**src/rtl/mc_ctrl_pkg.sv**
```systemverilog
// Shared encodings for the multi-cycle RV32I controller: FSM states, opcodes,
// datapath mux selects and ALU function codes.
package mc_ctrl_pkg;

  typedef enum logic [3:0] {
    S_START, S_FETCH, S_DECODE, S_MEMADR, S_MEMREAD, S_MEMWB, S_MEMWRITE,
    S_EXECR, S_EXECI, S_ALUWB, S_BRANCH, S_JAL, S_TRAP
  } state_e;

  localparam logic [6:0] OP_LOAD   = 7'b0000011;
  localparam logic [6:0] OP_STORE  = 7'b0100011;
  localparam logic [6:0] OP_RTYPE  = 7'b0110011;
  localparam logic [6:0] OP_ITYPE  = 7'b0010011;
  localparam logic [6:0] OP_BRANCH = 7'b1100011;
  localparam logic [6:0] OP_JAL    = 7'b1101111;

  localparam logic [1:0] SRCA_PC    = 2'b00;
  localparam logic [1:0] SRCA_OLDPC = 2'b01;
  localparam logic [1:0] SRCA_RS1   = 2'b10;

  localparam logic [1:0] SRCB_RS2  = 2'b00;
  localparam logic [1:0] SRCB_IMM  = 2'b01;
  localparam logic [1:0] SRCB_FOUR = 2'b10;

  localparam logic [1:0] RES_ALUOUT = 2'b00;
  localparam logic [1:0] RES_DATA   = 2'b01;
  localparam logic [1:0] RES_ALU    = 2'b10;

  localparam logic [1:0] IMM_I = 2'b00;
  localparam logic [1:0] IMM_S = 2'b01;
  localparam logic [1:0] IMM_B = 2'b10;
  localparam logic [1:0] IMM_J = 2'b11;

  localparam logic [2:0] ALU_ADD = 3'b000;
  localparam logic [2:0] ALU_SLL = 3'b001;
  localparam logic [2:0] ALU_SUB = 3'b010;
  localparam logic [2:0] ALU_XOR = 3'b100;
  localparam logic [2:0] ALU_SRL = 3'b101;
  localparam logic [2:0] ALU_OR  = 3'b110;
  localparam logic [2:0] ALU_AND = 3'b111;

  // Internal per-state ALU request handed to mc_alu_decode.
  localparam logic [1:0] ALUOP_ADD   = 2'b00;
  localparam logic [1:0] ALUOP_SUB   = 2'b01;
  localparam logic [1:0] ALUOP_FUNCT = 2'b10;

  localparam logic [2:0] F3_BEQ = 3'b000;
  localparam logic [2:0] F3_BNE = 3'b001;
  localparam logic [2:0] F3_BLT = 3'b100;

  function automatic logic [1:0] imm_for_opcode(input logic [6:0] op);
    case (op)
      OP_STORE:  return IMM_S;
      OP_BRANCH: return IMM_B;
      OP_JAL:    return IMM_J;
      default:   return IMM_I;
    endcase
  endfunction

endpackage

```
**src/rtl/mc_alu_decode.sv**
```systemverilog
// ALU function decode: fixed ADD/SUB requests or funct3/funct7-driven ops.
module mc_alu_decode
  import mc_ctrl_pkg::*;
(
  input  logic [1:0] alu_op,
  input  logic       op5,
  input  logic [2:0] funct3,
  input  logic       funct7b5,
  output logic [2:0] alu_control
);

  always_comb begin
    alu_control = ALU_ADD;
    case (alu_op)
      ALUOP_SUB: alu_control = ALU_SUB;
      ALUOP_FUNCT: begin
        case (funct3)
          // op5 separates R-type from I-type: addi never subtracts.
          3'b000:  alu_control = (op5 && funct7b5) ? ALU_SUB : ALU_ADD;
          3'b001:  alu_control = ALU_SLL;
          3'b100:  alu_control = ALU_XOR;
          3'b101:  alu_control = ALU_SRL;
          3'b110:  alu_control = ALU_OR;
          3'b111:  alu_control = ALU_AND;
          default: alu_control = ALU_ADD;
        endcase
      end
      default: alu_control = ALU_ADD;
    endcase
  end

endmodule

```
**src/rtl/multicycle_controller.sv**
```systemverilog
// Moore sequencing FSM for the multi-cycle RV32I core, with branch resolution
// and the unified memory-port handshake.
module multicycle_controller
  import mc_ctrl_pkg::*;
(
  input  logic       clk,
  input  logic       rst_n,
  input  logic [6:0] opcode,
  input  logic [2:0] funct3,
  input  logic       funct7b5,
  input  logic       zero,
  input  logic       sign,
  input  logic       mem_ready,
  output logic       mem_req,
  output logic       mem_write,
  output logic       adr_src,
  output logic       ir_write,
  output logic       pc_write,
  output logic       reg_write,
  output logic [1:0] alu_src_a,
  output logic [1:0] alu_src_b,
  output logic [1:0] result_src,
  output logic [1:0] imm_src,
  output logic [2:0] alu_control,
  output logic       instr_done,
  output logic       halted
);

  state_e     state_q, state_d;
  logic [1:0] alu_op;
  logic       taken;

  // NOTE: sequential state uses non-blocking assignment; the async reset
  // forces START, and every output decodes to 0 from START.
  always_ff @(posedge clk or negedge rst_n) begin
    if (!rst_n) state_q <= S_START;
    else        state_q <= state_d;
  end

  always_comb begin
    case (funct3)
      F3_BEQ:  taken = zero;
      F3_BNE:  taken = !zero;
      F3_BLT:  taken = sign;
      default: taken = 1'b0;
    endcase
  end

  // NOTE: every signal gets a default before the case so no path infers a latch.
  always_comb begin
    state_d    = state_q;
    mem_req    = 1'b0;
    mem_write  = 1'b0;
    adr_src    = 1'b0;
    ir_write   = 1'b0;
    pc_write   = 1'b0;
    reg_write  = 1'b0;
    alu_src_a  = SRCA_PC;
    alu_src_b  = SRCB_RS2;
    result_src = RES_ALUOUT;
    imm_src    = IMM_I;
    alu_op     = ALUOP_ADD;
    instr_done = 1'b0;
    halted     = 1'b0;
    case (state_q)
      S_START: state_d = S_FETCH;
      S_FETCH: begin
        mem_req    = 1'b1;
        alu_src_b  = SRCB_FOUR;
        result_src = RES_ALU;
        if (mem_ready) begin
          ir_write = 1'b1;
          pc_write = 1'b1;
          state_d  = S_DECODE;
        end
      end
      S_DECODE: begin
        alu_src_a = SRCA_OLDPC;
        alu_src_b = SRCB_IMM;
        imm_src   = imm_for_opcode(opcode);
        case (opcode)
          OP_LOAD, OP_STORE: state_d = S_MEMADR;
          OP_RTYPE:          state_d = S_EXECR;
          OP_ITYPE:          state_d = S_EXECI;
          OP_BRANCH:         state_d = S_BRANCH;
          OP_JAL:            state_d = S_JAL;
          default:           state_d = S_TRAP;
        endcase
      end
      S_MEMADR: begin
        alu_src_a = SRCA_RS1;
        alu_src_b = SRCB_IMM;
        imm_src   = imm_for_opcode(opcode);
        state_d   = (opcode == OP_LOAD) ? S_MEMREAD : S_MEMWRITE;
      end
      S_MEMREAD: begin
        mem_req = 1'b1;
        adr_src = 1'b1;
        if (mem_ready) state_d = S_MEMWB;
      end
      S_MEMWB: begin
        result_src = RES_DATA;
        reg_write  = 1'b1;
        instr_done = 1'b1;
        state_d    = S_FETCH;
      end
      S_MEMWRITE: begin
        mem_req   = 1'b1;
        mem_write = 1'b1;
        adr_src   = 1'b1;
        if (mem_ready) begin
          instr_done = 1'b1;
          state_d    = S_FETCH;
        end
      end
      S_EXECR: begin
        alu_src_a = SRCA_RS1;
        alu_op    = ALUOP_FUNCT;
        state_d   = S_ALUWB;
      end
      S_EXECI: begin
        alu_src_a = SRCA_RS1;
        alu_src_b = SRCB_IMM;
        imm_src   = IMM_I;
        alu_op    = ALUOP_FUNCT;
        state_d   = S_ALUWB;
      end
      S_ALUWB: begin
        reg_write  = 1'b1;
        instr_done = 1'b1;
        state_d    = S_FETCH;
      end
      S_BRANCH: begin
        // Target was parked in ALUOut during DECODE; ALU now compares rs1/rs2.
        alu_src_a  = SRCA_RS1;
        alu_op     = ALUOP_SUB;
        pc_write   = taken;
        instr_done = 1'b1;
        state_d    = S_FETCH;
      end
      S_JAL: begin
        alu_src_a = SRCA_OLDPC;
        alu_src_b = SRCB_FOUR;
        pc_write  = 1'b1;
        state_d   = S_ALUWB;
      end
      S_TRAP:  halted = 1'b1;
      default: state_d = S_START;
    endcase
  end

  mc_alu_decode u_alu_decode (
    .alu_op      (alu_op),
    .op5         (opcode[5]),
    .funct3      (funct3),
    .funct7b5    (funct7b5),
    .alu_control (alu_control)
  );

endmodule

```
**config.mk**
```make
export PLATFORM = sky130hd
export DESIGN_NAME = multicycle_controller
export DESIGN_NICKNAME = d
export VERILOG_FILES = /design/src/rtl/mc_ctrl_pkg.sv /design/src/rtl/mc_alu_decode.sv /design/src/rtl/multicycle_controller.sv
export SDC_FILE = /design/constraint.sdc
export NUM_CORES = 1
export LEC_CHECK = 0
export ABC_AREA = 1
export CORE_MARGIN = 2
export CORE_UTILIZATION = 34
export CTS_CLUSTER_DIAMETER = 60
export DETAILED_ROUTE_END_ITERATION = 8
export HOLD_SLACK_MARGIN = 0.03
export PLACE_DENSITY = 0.75
export SYNTH_ARGS = -nofsm -noshare
export SYNTH_HDL_FRONTEND = slang
export SYNTH_SLANG_ARGS = --single-unit
```
**constraint.sdc**
```tcl
create_clock -name clk -period 1.8 [get_ports clk]
set_clock_uncertainty 0.05 [all_clocks]
set_input_delay 0.27 -clock clk [delete_from_list [all_inputs] [get_ports clk]]
set_output_delay 0.27 -clock clk [all_outputs]
set_load 0.05 [all_outputs]
```
==> results by group, run 1 <==
Die
  – Die Ht: 47.3 µm
  – FP Rows: 15
  – I/O Pins: 35
  – Chip width: 47.3 µm
  – Starting density of the core: 0.366

Synth
  – Synth Net Count: 137
  – Synth warnings: 0
  – Seq/Total Area, Yosys: 0.157
  – Syn Std Cell Area: 638 µm²
  – Synth Instances: about 120
  – Syn avg cell area: 5.36 µm²
  – FF+latch count, synth: 4
  – Distinct cell type count after synthesis: 21

Run status
  – First error: [ERROR DPL-0038] Utilization greater than 100%, impossible to legalize
  – Fail Step: global routing (5_1_grt)
  – Outcome: stopped before the end

Clocking
  – Root Driver: clkbuf_4
  – H-tree levels: 1
  – Hold Buf Count CTS: 0
  – CTS sink cnt: 4
  – Clk buf depth: 2
  – Num CTS Buffers: 3

Timing
  – Worst_ep grt: alu_control[0]
  – Worst ep type: output port

Place
  – Pre-CTS setup slack: -175 ps
  – PortBufs: 34
  – Post-DP HPWL: between 2 and 2.5 mm
  – DP Area: 1490 µm²
  – Final GP Congestion: around 0.89

GRT
  – Pin count of the biggest net entering global routing: 6
==> metrics by stage <==
step,setup TNS [ps],cells
3_3_place_gp,-118,205
3_5_place_dp,-491,205
2_1_floorplan,-554,119
4_1_cts,-1670,217
==> logic make-up after synthesis <==
group | count (synthesis) | share of synthesized area
and+or+nand+nor | 68 | 0.480
AOI/OAI and AO/OA | 19 | 0.171
buffers and inverters | 26 | 0.153
DFF | 4 | 0.157
adders and majority gates | 2 | 0.0392
==> cell usage after synthesis (all sizes together) <==
library cell  instances  area, µm²
nor2                 24        119
o21ai                11       58.8
ha                    2       25.0
a21oi                 5       28.8
dfrtp                 4        100
a31oi                 1       6.26
o22ai                 1       6.26
nand2                37        146
nor3                  2       15.0
a41oi                 1       8.76
nand4                 1       6.26
nand3                 4       20.0
inv                  26       97.6
==> repair_timing <==
action                     CTS
setup buffers               11
setup endpoints to repair   13
resized for setup           29
pin swaps                   12
==> inputs of run 2 (changes only) <==
--- a/config.mk
+++ b/config.mk
@@ -6,12 +6,10 @@
 export NUM_CORES = 1
 export LEC_CHECK = 0
 export ABC_AREA = 1
-export CORE_MARGIN = 2
-export CORE_UTILIZATION = 34
-export CTS_CLUSTER_DIAMETER = 60
+export CORE_AREA = 2 2 63 65
 export DETAILED_ROUTE_END_ITERATION = 8
-export HOLD_SLACK_MARGIN = 0.03
-export PLACE_DENSITY = 0.75
+export DIE_AREA = 0 0 65 67
+export PLACE_DENSITY_LB_ADDON = 0.15
 export SYNTH_ARGS = -nofsm -noshare
 export SYNTH_HDL_FRONTEND = slang
 export SYNTH_SLANG_ARGS = --single-unit
==> constraint.sdc (replaced) <==
create_clock -name clk -period 2.3 [get_ports clk]
set_clock_uncertainty 0.05 [all_clocks]
set_input_delay 0.345 -clock clk [delete_from_list [all_inputs] [get_ports clk]]
set_output_delay 0.345 -clock clk [all_outputs]
set_load 0.05 [all_outputs]
==> run 2 against run 1 <==
  * The flow now finishes without violations
  * Synthesized cell count unchanged
  * Area after synthesis stayed put
==> results by group, run 2 <==
Pwr
  – P per Cell Area: 1200 nW/µm²
  – Worst VDD drop: 724 µV
  – Clk pwr share: 0.094
  – P_sw: 877 µW
  – Sw Share: 0.565
  – Leakage: 0.000626 µW
  – Logic pwr share: 0.806
  – Reg power frac: 0.099
  – Int Power: 676 µW

Finish
  – Biggest regs: state_q: 4 flops
  – Share of cells above drive strength 1: 0.380
  – Post-route cell area: 1290 µm²
  – Non-filler instance count after layout: between 200 and 250
  – Most common cell after layout, fill and taps aside: nand2_1
  – Diode count: 0
  – Register with the most flip-flops: state_q
  – Syn-to-layout area delta: 102%
  – Max reg flops: 4
  – Fillcell total: ~400
  – Post-layout nets: ~190
  – Commonest cells after routing, fill and taps aside: nand2_1 (36), buf_4 (20), inv_1 (16)

Synth
  – Async S/R FF share, synth: 1.00 (unchanged)
  – Post-synth EDFFs: 0 (unchanged)
  – Synth top area share: 0.212 (unchanged)
  – Distinct cell type count after synthesis: 21 (unchanged)
  – Synth Instances: 119 (unchanged)
  – Most frequent cell after synthesis: nand2_1 (unchanged)
  – Synth top area cells: nand2_1 (21%), dfrtp_1 (16%), inv_1 (12%) (unchanged)
  – Cell taking the most area after synthesis: nand2_1 (unchanged)
  – Synth Net Count: 137 (unchanged)
  – Ys flop type: dfrtp_1 (unchanged)
  – Syn avg cell area: 5.36 µm² (unchanged)
  – Seq/Total Area, Yosys: 0.157 (unchanged)
  – Synth warnings: 0 (unchanged)
  – FF+latch count, synth: 4 (unchanged)
  – Syn Std Cell Area: 638 µm² (unchanged)
  – Commonest cells post-synth: nand2_1 (36), inv_1 (20), nor2_1 (18) (unchanged)

GRT
  – Pin count of the biggest net entering global routing: 6
  – First-pass GRT wire length: 3.66 mm
  – Vias in the first global route: 852
  – GRT Util Overall: 0.107
  – Antenna violations before repair: 0
  – Gr ovfl total: 0

Worst setup path
  – Critical Path Source: state_q[3]
  – CP Class: flip-flop to output port
  – WP data required: 1900 ps
  – Worst setup EP type: output port
  – Worst-path maximum fanout: 4
  – Nature of the critical path startpoint: flip-flop
  – RR Startpoint: state_q[3]
  – WP data arrival: 1840 ps

Drt
  – Routed WL per cell: 10.2 µm
  – Antenna viol nets, final: 0
  – DR iter-0 viols: 22
  – Drt via density: between 4 and 5
  – 1st-pass router iterations: 6
  – Routed WL: 2.19 mm
  – DRC viols: 0
  – Vias: just under 900

Timing
  – Minimum clock period: 2240 ps
  – RSZ-0062 raised after global routing: true
  – Fin crit share: 0.973
  – Fmax: 447 MHz
  – Slew margin rel.: 0.770
  – Max Slew Vio Count: 0
  – Worst-margin pin slew: around 340 ps
  – Sum Neg Setup Slack: 0 ps
  – Final Setup Violations: 0
  – Final hold viol count: 0

Place
  – Post-DP HPWL: 1.82 mm (was 2.44 mm)
  – PortBufs: 34 (unchanged)
  – Final GP Congestion: 0.831 (was 0.894)
  – DP Area: 1140 µm² (was 1490 µm²)
  – Dpl cells: 204 (was 205)

Die
  – Core area: 3610 µm²
  – Chip width: 65 µm (was 47.3 µm)
  – I/O Pins: 35 (unchanged)
  – Starting density of the core: 0.177 (was 0.366)
  – Die Ht: 67 µm (was 47.3 µm)
  – Total die area: 4360 µm²
  – FP Rows: 22 (was 15)

Run
  – Total of max-cap violations: 0

Clocking
  – Hold Buf Count CTS: 0 (unchanged)
  – CTS tree: yes
  – Clk buf depth: 2 (unchanged)
  – H-tree levels: 1 (unchanged)
  – Num CTS Buffers: 3 (unchanged)
  – Root Driver: clkbuf_8 (was clkbuf_4)
  – Clk_lat worst skew: around 220 ps
  – CTS clk-pin slew, worst paths: 30 ps
  – CTS sink cnt: 4 (unchanged)

Hold path
  – HP Class: primary input to asynchronous set/reset pin

Run status
  – Outcome: complete, no violations (was stopped before the end)
run 2: cell counts after synthesis:
No cell type changed its count.
run 2: logic make-up after synthesis:
kind of cell	synth area share
adder cells (fa/ha/maj)	0.0392
buffers and inverters	0.153
AND/OR/NAND/NOR	0.480
flip-flops	0.157
AO/OA/AOI/OAI	0.171
run 2: power groups by stage:
stage / combinational (µW) / clock, µW / sequential, µW
4_1_cts: 1180 / 150 / 157
5_1_grt: 1340 / 157 / 158
6_report: 1250 / 146 / 155
3_3_place_gp: 1140 / 0 / 148
3_5_place_dp: 1140 / 0 / 149
2_1_floorplan: 744 / 0 / 138
run 2: through the flow:
stage,setup slack [ps],hold slack [ps],power [µW],util
detailed placement,33.4,512,1290,0.317
global route,-49.1,291,1660,0.358
floorplan,-159,-0.591,882,-
CTS,6.85,284,1490,0.339
finish,62.2,282,1550,0.358
global placement,84.4,512,1290,0.317
run 2: area by class of cell:
type | instances | area [µm²] | area share
multi-input combinational | 89 | 509 | 0.394
timing repair buffer | 44 | 480 | 0.372
sequential | 4 | 103 | 0.0795
inverter | 26 | 97.6 | 0.0756
tap | 48 | 60.1 | 0.0465
clock buffer | 3 | 41.3 | 0.0320
run 2: critical path: stages (launching register included):
cell	delay, ps
dfrtp_1	370
buf_4	150
nor2_4	130
inv_2	80
o21ai_4	180
ha_4	240
nor2_4	70
o21ai_2	70
o22ai_2	170
buf_12	160
run 2: final timing paths:
kind                       cells past startpoint              to  slack (ps)
max reg2reg                                   10      state_q[0]         620
min reg2reg                                    2      state_q[2]         590
min in group clk                               2      state_q[2]         590
max in group asynchronous                      1      state_q[0]        1730
min                                            1      state_q[2]         280
max                                            9  alu_control[1]          60
run 2: repair_timing:
item                       4_1_cts  5_1_grt
setup endpoints to repair        3        3
pin swaps                        2        6
setup buffers                    1        6
gates resized for setup          8        9
run 2: per-layer routing:
layer  global-route usage  share of wire  wire length [µm]
met4               0.0239              0                 0
met5                    0              0                 0
met3               0.0355          0.064               140
met1                0.129           0.43               951
met2                0.184           0.50              1100
(Power assumes the default switching activity.)
